### config.mk
export PLATFORM = sky130hd
export DESIGN_NAME = mem_access_flat
export DESIGN_NICKNAME = d
export VERILOG_FILES = /design/src/rtl/mem_access_if.sv /design/src/rtl/mem_access.sv /design/src/flat_wrapper.sv
export SDC_FILE = /design/constraint.sdc
export NUM_CORES = 1
export LEC_CHECK = 0
export CORE_UTILIZATION = 39
export CTS_CLUSTER_DIAMETER = 100
export DETAILED_ROUTE_END_ITERATION = 12
export PLACE_DENSITY = 0.91
export SLEW_MARGIN = 20
export SYNTH_ARGS = -nofsm -noshare
export SYNTH_HDL_FRONTEND = slang
export SYNTH_SLANG_ARGS = --single-unit
### constraint.sdc
create_clock -name clk -period 3.4 [get_ports clk]
set_input_delay 0.51 -clock clk [delete_from_list [all_inputs] [get_ports clk]]
set_output_delay 0.51 -clock clk [all_outputs]
set_load 0.02 [all_outputs]
### src/rtl/mem_access_if.sv
// mem_access_if
//   Groups the signals around the memory-access stage: the EX/MEM pipeline
//   register contents, the stall back to upstream stages, the data-memory
//   port, the writeback register outputs and the cp0 exception outputs.
//   slave  : seen by mem_access (pipeline and memory inputs, everything else out)
//   master : seen by the pipeline / memory model driving mem_access
interface mem_access_if;
    // EX/MEM register contents
    logic [5:0]  mem_op;
    logic [31:0] mem_result;
    logic [31:0] mem_busB;
    logic        mem_memwr;
    logic [1:0]  mem_memtoreg;
    logic [4:0]  mem_rw;
    logic        mem_regWr;
    logic        mem_stall;
    // data-memory port
    logic        dm_req;
    logic        dm_we;
    logic [31:0] dm_addr;
    logic [3:0]  dm_be;
    logic [31:0] dm_wdata;
    logic [31:0] dm_rdata;
    logic        dm_ack;
    // writeback registers
    logic [31:0] wb_data;
    logic [4:0]  wb_rw;
    logic        wb_regWr;
    logic [1:0]  wb_memtoreg;
    // cp0 exception reporting
    logic        exc_adel;
    logic        exc_ades;
    logic        exc_bus;
    logic [31:0] exc_badvaddr;

    modport slave (
        input  mem_op, mem_result, mem_busB, mem_memwr, mem_memtoreg, mem_rw, mem_regWr,
        input  dm_rdata, dm_ack,
        output mem_stall, dm_req, dm_we, dm_addr, dm_be, dm_wdata,
        output wb_data, wb_rw, wb_regWr, wb_memtoreg,
        output exc_adel, exc_ades, exc_bus, exc_badvaddr
    );

    modport master (
        output mem_op, mem_result, mem_busB, mem_memwr, mem_memtoreg, mem_rw, mem_regWr,
        output dm_rdata, dm_ack,
        input  mem_stall, dm_req, dm_we, dm_addr, dm_be, dm_wdata,
        input  wb_data, wb_rw, wb_regWr, wb_memtoreg,
        input  exc_adel, exc_ades, exc_bus, exc_badvaddr
    );
endinterface

### src/rtl/mem_access.sv
// mem_access
//   MEM pipeline stage. Decodes loads/stores held in EX/MEM, runs a
//   request/acknowledge transaction on the data-memory port while stalling
//   the pipeline, aligns load data and store byte lanes, and raises
//   address-error and bus-timeout exceptions for cp0.
// Ports:
//   clk  - clock, all state on the rising edge
//   rst  - asynchronous active-high reset
//   bus  - mem_access_if.slave: EX/MEM inputs, mem_stall, data-memory port,
//          registered writeback outputs, registered exception outputs
module mem_access (
    input  logic            clk,
    input  logic            rst,
    mem_access_if.slave     bus
);
    localparam logic [5:0] OP_LB  = 6'h20;
    localparam logic [5:0] OP_LH  = 6'h21;
    localparam logic [5:0] OP_LW  = 6'h23;
    localparam logic [5:0] OP_LBU = 6'h24;
    localparam logic [5:0] OP_LHU = 6'h25;
    localparam logic [5:0] OP_SB  = 6'h28;
    localparam logic [5:0] OP_SH  = 6'h29;
    localparam logic [5:0] OP_SW  = 6'h2B;

    typedef enum logic {IDLE, ACCESS} state_t;

    state_t      state_q, state_d;
    logic [3:0]  wait_cnt_q, wait_cnt_d;
    logic [31:0] wb_data_q, wb_data_d;
    logic [4:0]  wb_rw_q, wb_rw_d;
    logic        wb_regwr_q, wb_regwr_d;
    logic [1:0]  wb_memtoreg_q, wb_memtoreg_d;
    logic        exc_adel_q, exc_adel_d;
    logic        exc_ades_q, exc_ades_d;
    logic        exc_bus_q, exc_bus_d;
    logic [31:0] exc_badvaddr_q, exc_badvaddr_d;

    logic        ld_op, st_op, half_op, word_op;
    logic        is_load, is_store, is_access, misaligned;
    logic        req_c, stall_c;
    logic [1:0]  lane;
    logic [31:0] load_data;
    logic [7:0]  rd_byte [4];

    assign lane = bus.mem_result[1:0];

    // Opcode classification
    always_comb begin
        ld_op   = 1'b0;
        st_op   = 1'b0;
        half_op = 1'b0;
        word_op = 1'b0;
        case (bus.mem_op)
            OP_LB, OP_LBU: ld_op = 1'b1;
            OP_LH, OP_LHU: begin ld_op = 1'b1; half_op = 1'b1; end
            OP_LW:         begin ld_op = 1'b1; word_op = 1'b1; end
            OP_SB:         st_op = 1'b1;
            OP_SH:         begin st_op = 1'b1; half_op = 1'b1; end
            OP_SW:         begin st_op = 1'b1; word_op = 1'b1; end
            default: ;
        endcase
    end

    // An opcode only counts as an access when the control bits agree with it
    assign is_load    = (bus.mem_memtoreg == 2'b01) && ld_op;
    assign is_store   = bus.mem_memwr && st_op;
    assign is_access  = is_load || is_store;
    assign misaligned = (half_op && lane[0]) || (word_op && (lane != 2'b00));

    // Read-data byte lanes, little-endian
    for (genvar gi = 0; gi < 4; gi++) begin : g_lane
        assign rd_byte[gi] = bus.dm_rdata[8*gi +: 8];
    end

    // Load extraction: byte from lane, halfword from upper/lower half
    always_comb begin
        load_data = bus.dm_rdata;
        case (bus.mem_op)
            OP_LB:  load_data = {{24{rd_byte[lane][7]}}, rd_byte[lane]};
            OP_LBU: load_data = {24'h0, rd_byte[lane]};
            OP_LH:  load_data = lane[1] ? {{16{bus.dm_rdata[31]}}, bus.dm_rdata[31:16]}
                                        : {{16{bus.dm_rdata[15]}}, bus.dm_rdata[15:0]};
            OP_LHU: load_data = lane[1] ? {16'h0, bus.dm_rdata[31:16]}
                                        : {16'h0, bus.dm_rdata[15:0]};
            default: ;
        endcase
    end

    // Store lane steering: data replicated across lanes, byte enables pick the target
    always_comb begin
        bus.dm_be    = 4'b1111;
        bus.dm_wdata = bus.mem_busB;
        if (is_store) begin
            case (bus.mem_op)
                OP_SB: begin
                    bus.dm_be    = 4'b0001 << lane;
                    bus.dm_wdata = {4{bus.mem_busB[7:0]}};
                end
                OP_SH: begin
                    bus.dm_be    = lane[1] ? 4'b1100 : 4'b0011;
                    bus.dm_wdata = {2{bus.mem_busB[15:0]}};
                end
                default: ;
            endcase
        end
    end

    assign bus.dm_addr = {bus.mem_result[31:2], 2'b00};
    assign bus.dm_we   = is_store;

    // Next state and writeback/exception capture
    always_comb begin
        state_d        = state_q;
        wait_cnt_d     = wait_cnt_q;
        req_c          = 1'b0;
        stall_c        = 1'b0;
        wb_data_d      = bus.mem_result;
        wb_rw_d        = bus.mem_rw;
        wb_regwr_d     = bus.mem_regWr;
        wb_memtoreg_d  = bus.mem_memtoreg;
        exc_adel_d     = 1'b0;
        exc_ades_d     = 1'b0;
        exc_bus_d      = 1'b0;
        exc_badvaddr_d = exc_badvaddr_q;
        case (state_q)
            IDLE: begin
                if (is_access) begin
                    if (misaligned) begin
                        exc_adel_d     = is_load;
                        exc_ades_d     = is_store;
                        exc_badvaddr_d = bus.mem_result;
                        wb_regwr_d     = 1'b0;
                    end else begin
                        // dm_ack is deliberately not looked at here
                        req_c      = 1'b1;
                        stall_c    = 1'b1;
                        wb_regwr_d = 1'b0;
                        wait_cnt_d = 4'd0;
                        state_d    = ACCESS;
                    end
                end
            end
            ACCESS: begin
                req_c = 1'b1;
                if (bus.dm_ack) begin
                    // ack wins over a simultaneous timeout
                    state_d = IDLE;
                    if (is_load) wb_data_d  = load_data;
                    else         wb_regwr_d = 1'b0;
                end else if (wait_cnt_q == 4'd15) begin
                    req_c          = 1'b0;
                    exc_bus_d      = 1'b1;
                    exc_badvaddr_d = bus.mem_result;
                    wb_regwr_d     = 1'b0;
                    state_d        = IDLE;
                end else begin
                    stall_c    = 1'b1;
                    wait_cnt_d = wait_cnt_q + 4'd1;
                    wb_regwr_d = 1'b0;
                end
            end
            default: state_d = IDLE;
        endcase
    end

    // Gated by rst so an access present during reset cannot leak a request
    assign bus.dm_req    = req_c & ~rst;
    assign bus.mem_stall = stall_c & ~rst;

    always_ff @(posedge clk or posedge rst) begin
        if (rst) begin
            state_q        <= IDLE;
            wait_cnt_q     <= 4'd0;
            wb_data_q      <= 32'h0;
            wb_rw_q        <= 5'd0;
            wb_regwr_q     <= 1'b0;
            wb_memtoreg_q  <= 2'b00;
            exc_adel_q     <= 1'b0;
            exc_ades_q     <= 1'b0;
            exc_bus_q      <= 1'b0;
            exc_badvaddr_q <= 32'h0;
        end else begin
            state_q        <= state_d;
            wait_cnt_q     <= wait_cnt_d;
            wb_data_q      <= wb_data_d;
            wb_rw_q        <= wb_rw_d;
            wb_regwr_q     <= wb_regwr_d;
            wb_memtoreg_q  <= wb_memtoreg_d;
            exc_adel_q     <= exc_adel_d;
            exc_ades_q     <= exc_ades_d;
            exc_bus_q      <= exc_bus_d;
            exc_badvaddr_q <= exc_badvaddr_d;
        end
    end

    assign bus.wb_data      = wb_data_q;
    assign bus.wb_rw        = wb_rw_q;
    assign bus.wb_regWr     = wb_regwr_q;
    assign bus.wb_memtoreg  = wb_memtoreg_q;
    assign bus.exc_adel     = exc_adel_q;
    assign bus.exc_ades     = exc_ades_q;
    assign bus.exc_bus      = exc_bus_q;
    assign bus.exc_badvaddr = exc_badvaddr_q;
endmodule

### src/flat_wrapper.sv
// flat-port wrapper written by rule: the top's interface ports become plain ports
module mem_access_flat 
  (clk, rst, bus_mem_op, bus_mem_result, bus_mem_busB, bus_mem_memwr, bus_mem_memtoreg, bus_mem_rw, bus_mem_regWr, bus_dm_rdata, bus_dm_ack, bus_mem_stall, bus_dm_req, bus_dm_we, bus_dm_addr, bus_dm_be, bus_dm_wdata, bus_wb_data, bus_wb_rw, bus_wb_regWr, bus_wb_memtoreg, bus_exc_adel, bus_exc_ades, bus_exc_bus, bus_exc_badvaddr);
  mem_access_if bus_i ();
  input  logic clk;
  input  logic rst;
  input wire logic [$bits(bus_i.mem_op)-1:0] bus_mem_op;
  input wire logic [$bits(bus_i.mem_result)-1:0] bus_mem_result;
  input wire logic [$bits(bus_i.mem_busB)-1:0] bus_mem_busB;
  input wire logic [$bits(bus_i.mem_memwr)-1:0] bus_mem_memwr;
  input wire logic [$bits(bus_i.mem_memtoreg)-1:0] bus_mem_memtoreg;
  input wire logic [$bits(bus_i.mem_rw)-1:0] bus_mem_rw;
  input wire logic [$bits(bus_i.mem_regWr)-1:0] bus_mem_regWr;
  input wire logic [$bits(bus_i.dm_rdata)-1:0] bus_dm_rdata;
  input wire logic [$bits(bus_i.dm_ack)-1:0] bus_dm_ack;
  output wire logic [$bits(bus_i.mem_stall)-1:0] bus_mem_stall;
  output wire logic [$bits(bus_i.dm_req)-1:0] bus_dm_req;
  output wire logic [$bits(bus_i.dm_we)-1:0] bus_dm_we;
  output wire logic [$bits(bus_i.dm_addr)-1:0] bus_dm_addr;
  output wire logic [$bits(bus_i.dm_be)-1:0] bus_dm_be;
  output wire logic [$bits(bus_i.dm_wdata)-1:0] bus_dm_wdata;
  output wire logic [$bits(bus_i.wb_data)-1:0] bus_wb_data;
  output wire logic [$bits(bus_i.wb_rw)-1:0] bus_wb_rw;
  output wire logic [$bits(bus_i.wb_regWr)-1:0] bus_wb_regWr;
  output wire logic [$bits(bus_i.wb_memtoreg)-1:0] bus_wb_memtoreg;
  output wire logic [$bits(bus_i.exc_adel)-1:0] bus_exc_adel;
  output wire logic [$bits(bus_i.exc_ades)-1:0] bus_exc_ades;
  output wire logic [$bits(bus_i.exc_bus)-1:0] bus_exc_bus;
  output wire logic [$bits(bus_i.exc_badvaddr)-1:0] bus_exc_badvaddr;
  assign bus_i.mem_op = bus_mem_op;
  assign bus_i.mem_result = bus_mem_result;
  assign bus_i.mem_busB = bus_mem_busB;
  assign bus_i.mem_memwr = bus_mem_memwr;
  assign bus_i.mem_memtoreg = bus_mem_memtoreg;
  assign bus_i.mem_rw = bus_mem_rw;
  assign bus_i.mem_regWr = bus_mem_regWr;
  assign bus_i.dm_rdata = bus_dm_rdata;
  assign bus_i.dm_ack = bus_dm_ack;
  assign bus_mem_stall = bus_i.mem_stall;
  assign bus_dm_req = bus_i.dm_req;
  assign bus_dm_we = bus_i.dm_we;
  assign bus_dm_addr = bus_i.dm_addr;
  assign bus_dm_be = bus_i.dm_be;
  assign bus_dm_wdata = bus_i.dm_wdata;
  assign bus_wb_data = bus_i.wb_data;
  assign bus_wb_rw = bus_i.wb_rw;
  assign bus_wb_regWr = bus_i.wb_regWr;
  assign bus_wb_memtoreg = bus_i.wb_memtoreg;
  assign bus_exc_adel = bus_i.exc_adel;
  assign bus_exc_ades = bus_i.exc_ades;
  assign bus_exc_bus = bus_i.exc_bus;
  assign bus_exc_badvaddr = bus_i.exc_badvaddr;
  mem_access u_core (.clk(clk), .rst(rst), .bus(bus_i));
endmodule
-- After elaboration in Yosys (flattened, before gate mapping)
Cells that the tools add are included.
- add/subtract/negate cells: 1
- $lt $le $gt $ge: 1
- eq/ne operators: 16
- shifts and indexed selects: 1
- muxes and demuxes: 48
- bitwise gates (word level): 5
- reduce and logical (&&, ||, !) cells: 13
- operators by type and width (operator ; number):
    32-bit 2-to-1 mux ; 9
    32-bit one-hot mux with 2 select lines ; 2
    32-bit one-hot mux with 4 select lines ; 1
    6-bit == test, second input constant ; 8
    4-bit 2-to-1 mux ; 6
    1-bit 2-to-1 mux ; 21
    8-bit binary-select mux with 2-bit select ; 1
    16-bit 2-to-1 mux ; 1
    8-bit 2-to-1 mux ; 2
    4-bit one-hot mux with 2 select lines ; 2
    2-bit inequality test, second input constant ; 4
    4-bit AND reduction ; 2
    1-bit one-hot mux with 2 select lines ; 3
    3-bit OR reduction ; 2
    5-bit OR reduction ; 1
    4-bit by 1-bit adder with 4-bit output, second input constant ; 1
    4-bit == test, second input constant ; 1
    1-bit logical AND ; 4
    2-bit by 1-bit inequality test with 1-bit output, second input constant ; 2
    1-bit by 2-bit left shift with 4-bit output, first input constant ; 1
    3-bit >= comparator, second input constant ; 1
    2-bit NOT with 3-bit output ; 1
    1-bit bitwise AND ; 2
    2-bit by 1-bit == test with 1-bit output, second input constant ; 1
    4 further kinds ; 6
- register bits after elaboration: 80
- bits of input ports: 114

-- Longest topological paths before layout
- word-level depth: 9
- gate-level depth with buffers: 7

-- Worst setup path after synthesis
No wires, ideal clock.
- kind: input-to-output
- start point: input bus_mem_memtoreg[1]
- end point: output bus_dm_req
- arrival: 2.164 ns
- setup slack: 0.726 ns
- stages: 5
- path buffers: 1
- cell sequence: or3b_1 -> buf_2 -> a221o_2 -> a41o_1 -> a211oi_1
- cells in the longest elaborated chain, start to end: 6
- ends and longest elaborated chain (what ; RTL line ; source):
    start, declared ; flat_wrapper.sv:11 ; input wire logic [$bits(bus_i.mem_memtoreg)-1:0] bus_mem_memtoreg;
    2-bit by 1-bit == test with 1-bit output ; mem_access.sv:65 ; assign is_load = (bus.mem_memtoreg == 2'b01) && ld_op;
    1-bit logical AND ; mem_access.sv:65 ;
    1-bit logical OR ; mem_access.sv:67 ; assign is_access = is_load || is_store;
    1-bit 2-to-1 mux ; mem_access.sv:127 ; if (is_access) begin
    1-bit one-hot mux with 2 select lines ; mem_access.sv:125 ; case (state_q)
    1-bit bitwise AND ; mem_access.sv:167 ; assign bus.dm_req = req_c & ~rst;
    end, declared ; flat_wrapper.sv:17 ; output wire logic [$bits(bus_i.dm_req)-1:0] bus_dm_req;
No other way between the ends.

-- Final worst setup path
- start point: input bus_mem_memtoreg[0]
- end point: output bus_mem_stall
- cells in the longest elaborated chain, start to end: 6
- ends and longest elaborated chain (what ; RTL line ; source):
    2-bit by 1-bit == test with 1-bit output ; mem_access.sv:65 ;
    1-bit logical AND ; mem_access.sv:65 ;
    1-bit logical OR ; mem_access.sv:67 ;
    1-bit 2-to-1 mux ; mem_access.sv:127 ;
    1-bit one-hot mux with 2 select lines ; mem_access.sv:125 ;
    1-bit bitwise AND ; mem_access.sv:168 ; assign bus.mem_stall = stall_c & ~rst;
    end, declared ; flat_wrapper.sv:16 ; output wire logic [$bits(bus_i.mem_stall)-1:0] bus_mem_stall;
No other way between the ends.

==> reports/qor.yml <==
cts:
  tritoncts: "built"
  numCtsBuffers: 9
  cts_setup_buffers: 0
  clock_latency_ns: 0.34
  clock_sinks: 80
  clkTransAtPathRegs_ns: 0.06
  cts.htree.levels: 3
  holdBufCountCts: 0
  cts_root_buf: "clkbuf_16"
  max-clock-path-buffers: 2
synth:
  ys_seq_elements: 80
  synth_adder_area_share_pct: 0.2746
  synth_cells: 468
  yosys_warnings: 0
  ys_types: 56
  syn_area_um2: 4557
  synthArstFlopShare_pct: 100.0
  synth_top_family_by_area: "compound AO/OA/AOI/OAI gates"
  synth_compound_area_share_pct: 15.43
  yosys.area_share.simple_pct: 14.00
  synth_xor_xnor_area_share_pct: 0.5766
  muxShareOfSynthArea_pct: 14.06
  avgSynthCellArea_um2: 9.737
  synth_seq_area_share_pct: 43.93
  synth-edff-count: 0
  synth_top_flop_cell: "dfrtp_1"
critical_path:
  r2r_end: "u_core.bus.exc_badvaddr[21]"
  r2r_start: "u_core.wait_cnt_q[0]"
  cp_max_fo: 3
  cp-end-kind: "primary output"
  startpoint_type: "input port"
  cp.arrival_ns: 2.82
  rr_worst_depth: 6
  required_ns: 2.89
  critical_path_class: "input port to primary output"
  reg2reg_slack_ns: 1.15
power:
  ir_drop_uv: 233.8
  power_density_nw_per_um2: 413.3
  total_power_w: 0.003041
  power_leakage_nw: 3.111
grt:
  antenna_found_initial: 0
  grt_pass1_wl_mm: 23.12
  track_usage_pct: 25.59
  overflow: 0
  grt_max_degree: 54
  grt_pass1_vias: 4427
cells_and_area:
  area_growth_syn_to_layout_pct: 61.48
  fillers: 887
  fin_area_um2: 7358
  antenna_cells: 0
  final_cell_mix: "254 x clkdlybuf4s50_1, 80 x dfrtp_1, 58 x nand2_1"
  layout.nets: 801
  drive_above_1_share_pct: 13.89
  layout_commonest_cell: "clkdlybuf4s50_1"
timing:
  fmax_ghz: 0.3001
  grt_setup_unrepaired: "false"
  period_share_pct: 98.01
  fin_skew_ns: 0.006596
  finalHoldViolCount: 0
  finalSetupViolCount: 0
  slew_violations: 0
  fin_crit_ns: 3.332
  slew_headroom_pct: 42.43
  tightest_slew_ns: 0.8635
floorplan:
  num_rows: 39
  coreArea_um2: 11420
  start_util_pct: 39.91
  die_height_um: 110.1
  dieArea_um2: 12120
  io_pins: 260
  dieWidth_um: 110.1
routing:
  drt-total-wl_mm: 15.72
  ant_nets: 0
  first_pass_iters: 4
  wl_per_cell_um: 18.85
  drt-initial-drc-count: 326
  vias: 4402
  drc_errors: 0
  via_per_inst: 5.278
flow_run:
  cap_violations: 0
placed_design:
  placedInstanceArea_um2: 7007
  place_congestion: 0.8864
  dp_hpwl_mm: 11.92
  port_buffers: 257
hold_path:
  hold-path-cell-count: 1
  hold_end: "u_core.bus.exc_badvaddr[5]"
  hold_start: "u_core.bus.exc_badvaddr[5]"
  hold_class: "flop to flop"
status:
  status: "finished clean"
[routing by layer]
layer | global-route usage (%) | routed length (um)
met5 | 0 | 0
met4 | 10.06 | 310
met1 | 28.85 | 5926
met3 | 4.233 | 1180
met2 | 47.81 | 8307
[worst max path at each step]
| stage | startpoint | endpoint | slack (ns) | depth (start not counted) |
|---|---|---|---|---|
| after floorplan | bus_mem_memtoreg[1] | bus_dm_req | 0.73 | 5 |
| after global placement | bus_mem_memtoreg[0] | bus_dm_req | 0.04 | 6 |
| after detailed placement | bus_mem_memtoreg[0] | bus_dm_req | -0.02 | 6 |
| after CTS | bus_mem_memtoreg[0] | bus_mem_stall | 0.06 | 6 |
| after global routing | bus_mem_op[3] | bus_dm_wdata[14] | 0.005 | 7 |
| final | bus_mem_memtoreg[0] | bus_mem_stall | 0.07 | 6 |
[metrics by stage]
stage	setup WS, ns	TNS, ns	cells	hold WS (ns)	util (%)
after floorplan	0.7264	0	469	0.5054	-
after global placement	0.03976	0	817	0.4759	61.36
after detailed placement	-0.02169	-0.02169	817	0.4934	61.36
after CTS	0.05773	0	833	0.5054	64.16
after global routing	0.005040	0	834	0.5208	64.44
final	0.06773	0	834	0.5051	64.44
[worst max-delay path, stage by stage]
cell and delay (ns):
clkdlybuf4s50_1 0.48, or3b_1 0.40, a221o_2 0.39, a211o_1 0.29, a21oi_1 0.14, clkdlybuf4s50_1 0.61
[registers in the layout, summed over array words and instances (netlist names)]
register,cells
u_core.bus.wb_data,32
u_core.bus.wb_memtoreg,2
u_core.bus.exc_bus,1
u_core.bus.wb_rw,5
u_core.bus.exc_ades,1
u_core.state_q,1
u_core.bus.wb_regWr,1
u_core.wait_cnt_q,4
u_core.bus.exc_badvaddr,32
u_core.bus.exc_adel,1
[cell usage after synthesis, types with 3 or more instances]
cell | instances | area [um^2]
o21ai_1 | 5 | 25.02
nand2b_1 | 10 | 62.56
mux2_2 | 44 | 495.5
dfrtp_1 | 80 | 2002
and2_1 | 3 | 18.77
nand3b_1 | 4 | 30.03
o21ai_0 | 14 | 70.07
buf_2 | 7 | 35.03
mux2i_1 | 10 | 100.1
nor3_1 | 3 | 15.01
nand3_1 | 9 | 45.04
inv_1 | 10 | 37.54
o221ai_1 | 4 | 35.03
buf_4 | 40 | 300.3
a21oi_1 | 48 | 240.2
nor2_1 | 32 | 120.1
o22ai_1 | 6 | 37.54
clkbuf_1 | 16 | 60.06
a211oi_1 | 3 | 22.52
nor2b_1 | 7 | 43.79
nand2_1 | 58 | 217.7
buf_6 | 8 | 90.09
a22oi_1 | 7 | 52.55
[repair_timing]
action	CTS	global route
gates resized for setup	1	2
gates cloned	0	0
endpoints found under the setup margin	1	2
[cell families after synthesis]
group	count (synthesis)
xor gates and xnor gates	3
and+or+nand+nor	135
AOI/OAI and AO/OA	108
buffers and inverters	83
adders and majority gates	1
muxes	57
DFF	80
other	1
[report_power, final]
| part | switching [W] | internal, W | total [W] |
|---|---|---|---|
| combinational | 0.000419 | 0.000469 | 0.000888 |
| clock | 0.000404 | 0.000644 | 0.00105 |
| sequential | 0.0000497 | 0.00105 | 0.00110 |
| total | 0.000873 | 0.00217 | 0.00304 |
[cell type report]
class	instances	area [um^2]	area share, %
sequential	80	2002	27.21
clock inverter	7	95.09	1.292
timing repair buffer	279	2774	37.70
tap	143	178.9	2.432
inverter	10	38.79	0.5271
clock buffer	9	225.2	3.061
multi-input combinational	306	2044	27.78
No activity file was read; power rests on OpenSTA's default activity.
==> RTL change (config.mk and constraints unchanged) <==
Reset style: synchronous (`rst`), changed in one clocked block. Comments in the files are not updated.
--- a/src/rtl/mem_access.sv
+++ b/src/rtl/mem_access.sv
@@ -167,7 +167,7 @@
     assign bus.dm_req    = req_c & ~rst;
     assign bus.mem_stall = stall_c & ~rst;
 
-    always_ff @(posedge clk or posedge rst) begin
+    always_ff @(posedge clk) begin
         if (rst) begin
             state_q        <= IDLE;
             wait_cnt_q     <= 4'd0;
Behaviour: differs if rst is asserted again (counterexample within 4 cycles, from zero or initial values and one cycle with rst high); with rst held inactive, the same outputs for 4 cycles.
==> RTL change against the original RTL <==
  * Combinational power down 39%
  * Setup slack got worse by 0.0076 ns
  * Sequential share of layout area shrank 4.4 points
  * Wire length decreased by 1.6%
  * Core utilization rose by 0.060 points
  * Sequential cell count unchanged
  * Worst hold slack got worse by 0.047 ns
  * Global-route usage up 0.14 points
  * Total power is 27% lower
  * Synthesized area decreased by 3.9%
  * Register-to-register slack better by 0.39 ns
  * Design area shrank 4.6%
==> RTL change: results <==
export IMPL_clk_pin_slew_ns=0.08
export IMPL_worst_r2r_setup_slack_ns=1.54
export IMPL_dp_cells=899
export IMPL_place_area_um2=6794
export IMPL_clk_latency_ns=0.36
export IMPL_drt_iter0_drc=394
export IMPL_routed_via_count=4742
export IMPL_r2r_start="u_core.state_q$_SDFF_PP0_"
export IMPL_r2r_end="u_core.bus.wb_data[16]$_SDFF_PP0_"
export IMPL_status="completed"
export IMPL_synthTopCellsByArea="dfxtp_1 37%, nand2_1 12%, mux2i_1 7.5%"
export IMPL_min_path_cells=2
export IMPL_min_from="u_core.bus.exc_badvaddr[12]$_SDFFE_PP0P_"
export IMPL_stdcell_count=915
export IMPL_yosysSeqAreaShare_pct=36.58
export IMPL_async_flop_share_pct=0
export IMPL_cts_root_buf="clkbuf_8"
export IMPL_slew_headroom_pct=41.08
export IMPL_fin_nets=885
export IMPL_grt_max_degree=47
export IMPL_hpwl_mm=11.90
export IMPL_grt_pass1_wl_mm=22.94
export IMPL_crit_path_end="bus_dm_wdata[11]"
export IMPL_fillerInstances=928
export IMPL_p_leak_nw=2.759
export IMPL_crit_path_max_fanout=9
export IMPL_grt_pass1_vias=4371
export IMPL_routabilityCongestion=0.8155
export IMPL_ys_types=48
export IMPL_dr_pass1_iters=6
export IMPL_synth_common_cells="142 x nand2_1, 80 x dfxtp_1, 53 x o21ai_0"
export IMPL_wl_per_cell_um=16.91
export IMPL_cp_startpoint="bus_mem_op[4]"
## RTL change: power breakdown
group          internal (mW)  switching [mW]
sequential             0.962         0.00733
clock                  0.345           0.369
combinational          0.280           0.266
## RTL change: worst min-delay path by stage
stage                                                           to  slack (ns)
final                     u_core.bus.exc_badvaddr[12]$_SDFFE_PP0P_        0.46
after global routing      u_core.bus.exc_badvaddr[12]$_SDFFE_PP0P_        0.48
after CTS                 u_core.bus.exc_badvaddr[12]$_SDFFE_PP0P_        0.46
after detailed placement  u_core.bus.exc_badvaddr[15]$_SDFFE_PP0P_        0.45
after global placement     u_core.bus.exc_badvaddr[7]$_SDFFE_PP0P_        0.44
after floorplan                  u_core.wait_cnt_q[0]$_SDFFE_PP0P_        0.47
## RTL change: worst max-delay path: stages
cell	delay, ns
clkdlybuf4s50_1	0.55
and2b_1	0.21
and2_1	0.18
and4bb_2	0.32
nand2_4	0.17
mux2_2	0.35
clkdlybuf4s50_1	0.54
## RTL change: cells by family (layout without fill, tap and decap cells)
family / count (synthesis) / count (layout) / synth area share (%)
compound gates: 132 / 132 / 18.63
xor+xnor: 2 / 2 / 0.4002
fa+ha+maj: 1 / 1 / 0.2858
buf+inv: 91 / 303 / 12.35
flops: 80 / 80 / 36.58
mux: 43 / 43 / 10.12
other cells: 1 / 2 / 0.08566
simple gates: 212 / 212 / 21.55
## RTL change: area by class of cell
cell class	count	area [um2]	area share, %
tap	140	175.2	2.494
inverter	12	45.04	0.6414
timing repair buffer	275	2750	39.16
sequential	80	1602	22.80
clock buffer	9	123.9	1.764
multi-input combinational	392	2248	32.01
clock inverter	7	78.83	1.122
## RTL change: through the flow
| stage | total power, mW | hold slack (ns) | setup WS [ns] | util [%] |
|---|---|---|---|---|
| 2_1_floorplan | 1.238 | 0.4692 | 0.9611 | - |
| 3_3_place_gp | 1.528 | 0.4415 | 0.06860 | 62.40 |
| 3_5_place_dp | 1.534 | 0.4465 | 0.02111 | 62.40 |
| 4_1_cts | 2.250 | 0.4612 | 0.008605 | 64.26 |
| 5_1_grt | 2.327 | 0.4784 | 0.002779 | 64.50 |
| 6_report | 2.230 | 0.4584 | 0.06017 | 64.50 |
## RTL change: layer usage
metal | up-vias | share of wire [%] | track usage, %
li1 | 2292 | - | -
met3 | 35 | 7.4 | 7.294
met4 | 0 | 1.8 | 8.121
met2 | 213 | 49 | 43.27
met1 | 2202 | 42 | 31.58
met5 | - | 0 | 0
